[src/rtl/alu_rr_arbiter.sv]
// -----------------------------------------------------------------------------
// alu_rr_arbiter
//
// Shares one WIDTH-bit ALU between two requesters. Each requester presents an
// operation (opcode + two operands) on a valid/ready channel. A round-robin
// arbiter picks one operation per cycle, the ALU evaluates it combinationally,
// and the result is captured in a single-entry response buffer. The buffer is
// drained through a backpressured valid/ready response channel that carries
// the ID of the requester that issued the operation.
//
// Ports:
//   clk, rst_n              clock, asynchronous active-low reset
//   req0_valid/ready        requester 0 handshake
//   req0_op/a/b             requester 0 opcode and operands
//   req1_valid/ready        requester 1 handshake
//   req1_op/a/b             requester 1 opcode and operands
//   rsp_valid/ready         response handshake
//   rsp_id                  requester that issued the buffered operation
//   rsp_data                buffered ALU result
//   rsp_err                 buffered operation used an illegal opcode
//
// Opcodes: 0 add, 1 sub, 2 and, 3 or, 4 shl1, 5 shr1 (logical),
//          6/7 illegal -> data 0, err 1.
// -----------------------------------------------------------------------------
module alu_rr_arbiter #(
    parameter int WIDTH = 8
) (
    input  logic             clk,
    input  logic             rst_n,

    input  logic             req0_valid,
    output logic             req0_ready,
    input  logic [2:0]       req0_op,
    input  logic [WIDTH-1:0] req0_a,
    input  logic [WIDTH-1:0] req0_b,

    input  logic             req1_valid,
    output logic             req1_ready,
    input  logic [2:0]       req1_op,
    input  logic [WIDTH-1:0] req1_a,
    input  logic [WIDTH-1:0] req1_b,

    output logic             rsp_valid,
    input  logic             rsp_ready,
    output logic             rsp_id,
    output logic [WIDTH-1:0] rsp_data,
    output logic             rsp_err
);

    localparam logic [2:0] OP_ADD = 3'd0;
    localparam logic [2:0] OP_SUB = 3'd1;
    localparam logic [2:0] OP_AND = 3'd2;
    localparam logic [2:0] OP_OR  = 3'd3;
    localparam logic [2:0] OP_SHL = 3'd4;
    localparam logic [2:0] OP_SHR = 3'd5;

    typedef enum logic {
        ST_EMPTY = 1'b0,
        ST_FULL  = 1'b1
    } state_t;

    // ALU: returns {err, data}. Add/sub wrap modulo 2^WIDTH, shifts ignore B
    // and zero-fill, illegal opcodes yield zero data with err set.
    function automatic logic [WIDTH:0] alu_f(
        input logic [2:0]       op,
        input logic [WIDTH-1:0] a,
        input logic [WIDTH-1:0] b
    );
        logic [WIDTH-1:0] res;
        logic             err;
        res = {WIDTH{1'b0}};
        err = 1'b0;
        case (op)
            OP_ADD:  res = a + b;
            OP_SUB:  res = a - b;
            OP_AND:  res = a & b;
            OP_OR:   res = a | b;
            OP_SHL:  res = {a[WIDTH-2:0], 1'b0};
            OP_SHR:  res = {1'b0, a[WIDTH-1:1]};
            default: begin
                res = {WIDTH{1'b0}};
                err = 1'b1;
            end
        endcase
        return {err, res};
    endfunction

    // State and buffer registers
    state_t           state_q, state_d;
    logic             last_q,  last_d;
    logic             rsp_id_q,   rsp_id_d;
    logic [WIDTH-1:0] rsp_data_q, rsp_data_d;
    logic             rsp_err_q,  rsp_err_d;

    // Arbitration / datapath signals
    logic             can_acc_s;
    logic             any_valid_s;
    logic             grant_s;
    logic             acc_s;
    logic [2:0]       gnt_op_s;
    logic [WIDTH-1:0] gnt_a_s;
    logic [WIDTH-1:0] gnt_b_s;
    logic [WIDTH:0]   alu_res_s;

    // Buffer can take a new result when empty, or when the held result leaves
    // in this same cycle (pass-through refill keeps 1 op/cycle).
    assign can_acc_s = (state_q == ST_EMPTY) | ((state_q == ST_FULL) & rsp_ready);

    // Round-robin grant: on contention favour the requester not served last;
    // a lone requester is always granted.
    always_comb begin
        grant_s     = 1'b0;
        any_valid_s = req0_valid | req1_valid;
        if (req0_valid && req1_valid) begin
            grant_s = ~last_q;
        end else if (req1_valid) begin
            grant_s = 1'b1;
        end else begin
            grant_s = 1'b0;
        end
    end

    assign req0_ready = can_acc_s & req0_valid & ~grant_s;
    assign req1_ready = can_acc_s & req1_valid &  grant_s;
    assign acc_s      = can_acc_s & any_valid_s;

    // Operand mux feeding the shared ALU
    always_comb begin
        gnt_op_s = req0_op;
        gnt_a_s  = req0_a;
        gnt_b_s  = req0_b;
        if (grant_s) begin
            gnt_op_s = req1_op;
            gnt_a_s  = req1_a;
            gnt_b_s  = req1_b;
        end else begin
            gnt_op_s = req0_op;
            gnt_a_s  = req0_a;
            gnt_b_s  = req0_b;
        end
    end

    assign alu_res_s = alu_f(gnt_op_s, gnt_a_s, gnt_b_s);

    // Next-state logic for the buffer FSM and the buffered payload
    always_comb begin
        state_d    = state_q;
        last_d     = last_q;
        rsp_id_d   = rsp_id_q;
        rsp_data_d = rsp_data_q;
        rsp_err_d  = rsp_err_q;

        case (state_q)
            ST_EMPTY: begin
                if (acc_s) begin
                    state_d = ST_FULL;
                end else begin
                    state_d = ST_EMPTY;
                end
            end
            ST_FULL: begin
                if (rsp_ready && !acc_s) begin
                    state_d = ST_EMPTY;
                end else begin
                    state_d = ST_FULL;
                end
            end
            default: begin
                state_d = ST_EMPTY;
            end
        endcase

        // Payload only changes on accept, so it stays stable under backpressure.
        if (acc_s) begin
            last_d     = grant_s;
            rsp_id_d   = grant_s;
            rsp_data_d = alu_res_s[WIDTH-1:0];
            rsp_err_d  = alu_res_s[WIDTH];
        end else begin
            last_d     = last_q;
            rsp_id_d   = rsp_id_q;
            rsp_data_d = rsp_data_q;
            rsp_err_d  = rsp_err_q;
        end
    end

    // State register; last resets to 1 so requester 0 wins the first contention
    always_ff @(posedge clk or negedge rst_n) begin
        if (!rst_n) begin
            state_q    <= ST_EMPTY;
            last_q     <= 1'b1;
            rsp_id_q   <= 1'b0;
            rsp_data_q <= {WIDTH{1'b0}};
            rsp_err_q  <= 1'b0;
        end else begin
            state_q    <= state_d;
            last_q     <= last_d;
            rsp_id_q   <= rsp_id_d;
            rsp_data_q <= rsp_data_d;
            rsp_err_q  <= rsp_err_d;
        end
    end

    assign rsp_valid = (state_q == ST_FULL);
    assign rsp_id    = rsp_id_q;
    assign rsp_data  = rsp_data_q;
    assign rsp_err   = rsp_err_q;

endmodule
[config.mk]
export PLATFORM = sky130hd
export DESIGN_NAME = alu_rr_arbiter
export DESIGN_NICKNAME = d
export VERILOG_FILES = /design/src/rtl/alu_rr_arbiter.sv
export SDC_FILE = /design/constraint.sdc
export NUM_CORES = 1
export LEC_CHECK = 0
export BUFFER_PORTS_ARGS = -buffer_cell sky130_fd_sc_hd__buf_2
export CORE_UTILIZATION = 30
export DETAILED_ROUTE_END_ITERATION = 10
export GPL_ROUTABILITY_DRIVEN = 0
export PLACE_DENSITY = 0.52
export SLEW_MARGIN = 10
export SYNTH_ARGS = -nofsm -noshare
export SYNTH_HDL_FRONTEND = slang
export SYNTH_SLANG_ARGS = --single-unit
[constraint.sdc]
create_clock -name clk -period 4.5 [get_ports clk]
set_input_delay 0.45 -clock clk [delete_from_list [all_inputs] [get_ports clk]]
set_output_delay 0.45 -clock clk [all_outputs]
set_load 0.005 [all_outputs]
Word-level counts from Yosys, hierarchy flattened
Cells that the tools add are included.
Storage, ports and cells
  register bits: 12
  bits of input ports: 43
  output and inout port bits: 13
  word-level logic and storage cells: 40
Operators by class
  add/sub/neg operators: 2
  equality and inequality tests: 5
  mux-type cells: 10
  bitwise operators: 13
  reduce and logical (&&, ||, !) cells: 5
Operators by type and width (count)
  $pmux 8 s6: 1
  $mux 8: 2
  $add 8x8->8: 1
  $and 8x8->8: 1
  $or 8x8->8: 1
  $sub 8x8->8: 1
  $and 1x1->1: 6
  $eq 3x2->1 const B: 2
  $eq 3x3->1 const B: 2
  $reduce_or 6->1: 1
  $mux 1: 5
  $eq 3x1->1 const B: 1
  $logic_not 3->1: 1
  $mux 3: 1
  $not 1->1: 3
  $logic_and 1x1->1: 2
  $or 1x1->1: 2
  $pmux 1 s2: 1
  $logic_not 1->1: 1

Logic depth before layout (Yosys ltp)
  depth after elaboration: 7
  depth in mapped cells: 16
  depth with buffers taken out: 13

Worst setup path after synthesis
OpenSTA, ideal clock, no wires.
  path type: input -> register
  start: input port req1_valid
  end: register rsp_data_q[6] (netlist: rsp_data[6])
  setup time: 131 ps
  arrival: 3087 ps
  path slack: 1282 ps
  stages on the path: 15
  cells stage by stage: a21bo_1 > buf_6 > buf_12 > buf_12 > buf_6 > or3_1 > o311ai_1 > xnor2_1 > ha_1 > nor2b_1 > o31a_1 > o21a_1 > or3_1 > a31oi_1 > o21ai_1
On the way
  word-level cells in the longest chain between the ends: 5
  elaborated cells between the ends (all ways): 19
  those cells by class: 2 x add/sub; 5 x eq/ne; 6 x mux; 4 x bitwise; 2 x reduce/logical
Ends and longest elaborated chain
  start: declaration: RTL line 37  | input logic req1_valid,
  $mux 1 / $logic_and 1x1->1 (equally long branches): RTL line 116, 114
  $mux 1: RTL line 114  | if (req0_valid && req1_valid) begin
  $mux 8 / $mux 3 (equally long branches): RTL line 132  | if (grant_s) begin
  $sub 8x8->8, or another cell as far along: RTL line 75  | OP_SUB: res = a - b;
  $pmux 8 s6: RTL line 73  | case (op)
  end signal: assignment: RTL line 193  | rsp_data_q <= {WIDTH{1'b0}};
  end signal: assignment: RTL line 199  | rsp_data_q <= rsp_data_d;
  end: declaration: RTL line 92  | logic [WIDTH-1:0] rsp_data_q, rsp_data_d;
Several ways; a longest one is shown, not always the timed one.
A chain may end at the register's enable or synchronous reset.

Worst setup path in the final report
  start: register last_q
  end: register rsp_data_q[6] (netlist: rsp_data[6])
On the way
  word-level cells in the longest chain between the ends: 5
  elaborated cells between the ends (all ways): 16
  those cells by class: 2 x add/sub; 5 x eq/ne; 5 x mux; 3 x bitwise; 1 x reduce/logical
Ends and longest elaborated chain
  start: declaration: RTL line 90  | logic last_q, last_d;
  start signal: assignment: RTL line 197  | last_q <= last_d;
  $not 1->1 (*): RTL line 115  | grant_s = ~last_q;
  $mux 1 (*): RTL line 114
  $mux 8 / $mux 3 (equally long branches): RTL line 132
  $sub 8x8->8, or another cell as far along: RTL line 75
  $pmux 8 s6 (*): RTL line 73
Mark *: on every way between the ends. The rest lies on a longest branch, timed or not.

==> reports/results.txt <==
Die Y: 78.3 um
Total Wirelength: 4670 um
Sum Neg Setup Slack: 0 ns
Initial antenna violation count: 0
Row count: 27
Logic gate share of total power: 56.3%
Part of the power in registers: 24.5%
Fmax: 301 MHz
Ys Warns: 0
Area grow syn2layout: 20.7%
Root Buffer: clkbuf_8
Leading area contributor after synthesis: dfrtp_1
Synth Instances: 209
Detailed Place HPWL: 3840 um
Clock skew: 0.00368 ns
Register area share after synthesis: 17.3%
Metal-1 WL: 2370 um
Gr usage total: 16.1%
Status: finished clean
Die Width: 78.3 um
Number of synthesized flops with an enable pin: 0
Max Cap Viol: 0
Layout cells sized above 1: 30.3%
Slew @ Worst Pin: 0.847 ns
Clock power frac: 19.2%
CTS max path bufs: 2
Placed Instances: 332
Port buffer count: 55
Routed met3 length: 160 um
Pins Over Slew Limit: 0
Layout Cells excl Fill: 336
VDD IR max: 0.000116 V
Vias/cell: 5.07
Via count of the first global-routing pass: 1,594
CP arrival: 3.44 ns
Count of final hold-check violations: 0
TritonRoute pass-1 iters: 4
Unrepaired setup endpoints after global routing: no
Die area: 6120 um^2
Share of the synthesized area in the top cell type: 15.8%
Core Region: 5540 um^2
Final setup fails: 0
Routed Antenna Nets: 0
Worst slew margin: 42.4%
Avg WL per Cell: 13.9 um
Post-CTS setup repair buffer count: 0
Unique cell type count in the Yosys netlist: 53
Power Density: 286 nW/um^2
Async SR Flop Fraction: 100%
Diode count: 0
Final nets: 315
Resize count post-CTS: 0
# IOs: 56
Met2 wire len: 2140 um
Cts bufs inserted: 3
H-tree level count: 1
Yosys reg bits: 12
Fin crit share: 73.7%
Num Clock Sinks: 12
Post-synth net total: 259
CTS tree: yes
Largest net degree at the start of global routing: 32
DRC: 0
Synth area leaders: dfrtp_1 16%, mux2i_1 8.6%, nand2_1 5.2%
Hold crit path type: in -> async
Fillers: 607
Flop-to-flop setup slack: 1.18 ns
Top FF cell, synth: dfrtp_1
Starting Density: 31.5%
CP Max Fanout: 31
DR vias: 1,704
Worst Setup Path Type: reg -> reg
Setup crit end kind: flip-flop
Hold_buf cts: 0
Synth Cell Area: 1740 um^2
DR iter-0 viols: 83
Max layer used: met3
Worst Setup Start Kind: flip-flop
Switching Share: 39.1%
Clock transition at the registers of the reported paths: 0.05 ns
Total gr overflow: 0
Internal: 367 uW
Global-route wire length before repair: 7780 um
Worst endpoint required time: 4.62 ns
Min cycle time layout: 3.32 ns
Sw power: 235 uW
Clock latency on the worst-skew pair: 0.24 ns
Leakage power: 0.000962 uW
Mean Syn Cell Area: 8.35 um^2
metal layers:
layer / global-route usage [%] / vias to the layer above
li1: - / 880
met1: 22.8 / 787
met2: 26.6 / 37
met3: 2.67 / 0
met4: 1.11 / 0
met5: 0 / -
power by group through the flow:
| stage | Combinational [uW] | Sequential (uW) | Clock, uW |
|---|---|---|---|
| finish | 339 | 148 | 116 |
| detailed placement | 342 | 150 | 0 |
| CTS | 343 | 149 | 119 |
| floorplan | 245 | 150 | 0 |
| global route | 382 | 151 | 126 |
| global placement | 343 | 149 | 0 |
critical path: stages (launching register included):
cell and delay [ns]:
dfstp_2 0.54, a21bo_1 0.23, buf_4 0.46, mux2i_4 0.35, xnor2_1 0.10, ha_1 0.33
nor2b_1 0.18, o31a_1 0.25, o21a_1 0.18, or3_1 0.30, a31oi_1 0.17, o21ai_1 0.07
sequential cells by signal (all words and copies together), names as in the netlist:
| signal | cells |
|---|---|
| rsp_err | 1 |
| rsp_valid | 1 |
| rsp_data | 8 |
| last_q | 1 |
| rsp_id | 1 |
layout make-up:
type	count	area (um^2)	share of cell area, %
multi-input combinational	183	1330	63.4
sequential	12	302	14.3
timing repair buffer	58	298	14.1
tap	72	90.1	4.28
clock buffer	4	55.1	2.62
inverter	7	26.3	1.25
path summary, 6_finish.rpt:
kind                                                 to  depth (start not counted)          startpoint
min in group clk                     last_q$_DFFE_PN1P_                          3          req1_valid
worst max-delay path            rsp_data[6]$_DFFE_PN0P_                         11  last_q$_DFFE_PN1P_
worst min-delay path                 rsp_id$_DFFE_PN0P_                          1               rst_n
worst max register to register  rsp_data[6]$_DFFE_PN0P_                         11  last_q$_DFFE_PN1P_
max in group asynchronous            last_q$_DFFE_PN1P_                          1               rst_n
worst min register to register       rsp_id$_DFFE_PN0P_                          1  rsp_id$_DFFE_PN0P_
cells in the final DEF (no fill, tap or decap), drive strengths merged, types with 7 or more instances in the layout:
master and n:
nand2 26, dfrtp 11, mux2i 20, xnor2 9
buf 58, inv 7, nor2 14, nand2b 7
a21oi 16, o21ai 15
cells in the mapped netlist (all sizes together), types with 2 or more instances:
cell    number
or3          4
a21oi       16
maj3         6
nor2        14
ha           6
inv          7
xnor2        9
o31a         2
nor3         6
nand2b       7
a31oi        3
o21ai       15
o21a         3
nor2b        2
o211ai       2
a211oi       5
dfrtp       11
xor2         5
nand2       26
mux2         6
o221ai       2
a21boi       2
nand4        2
mux2i       20
buf          6
o22ai        5
logic make-up after synthesis:
kind of cell	after synthesis	share of synthesized area, %
flops	12	17.3
simple gates	68	19.2
buf+inv	14	6.24
fa+ha+maj	13	8.90
compound gates	62	23.0
mux	26	18.4
xor+xnor	14	7.03
per-stage QoR:
stage,hold WS [ns],total power (uW),area [um^2],utilization (%),setup WS [ns]
after detailed placement,0.343,492,2050,37.0,1.06
final,0.0796,602,2100,38.0,1.18
after CTS,0.0842,611,2100,38.0,1.17
after global routing,0.0934,659,2100,38.0,0.962
after global placement,0.345,493,2050,37.0,1.09
after floorplan,0.154,396,1740,-,1.28
Power figures use the tool's default switching activity.
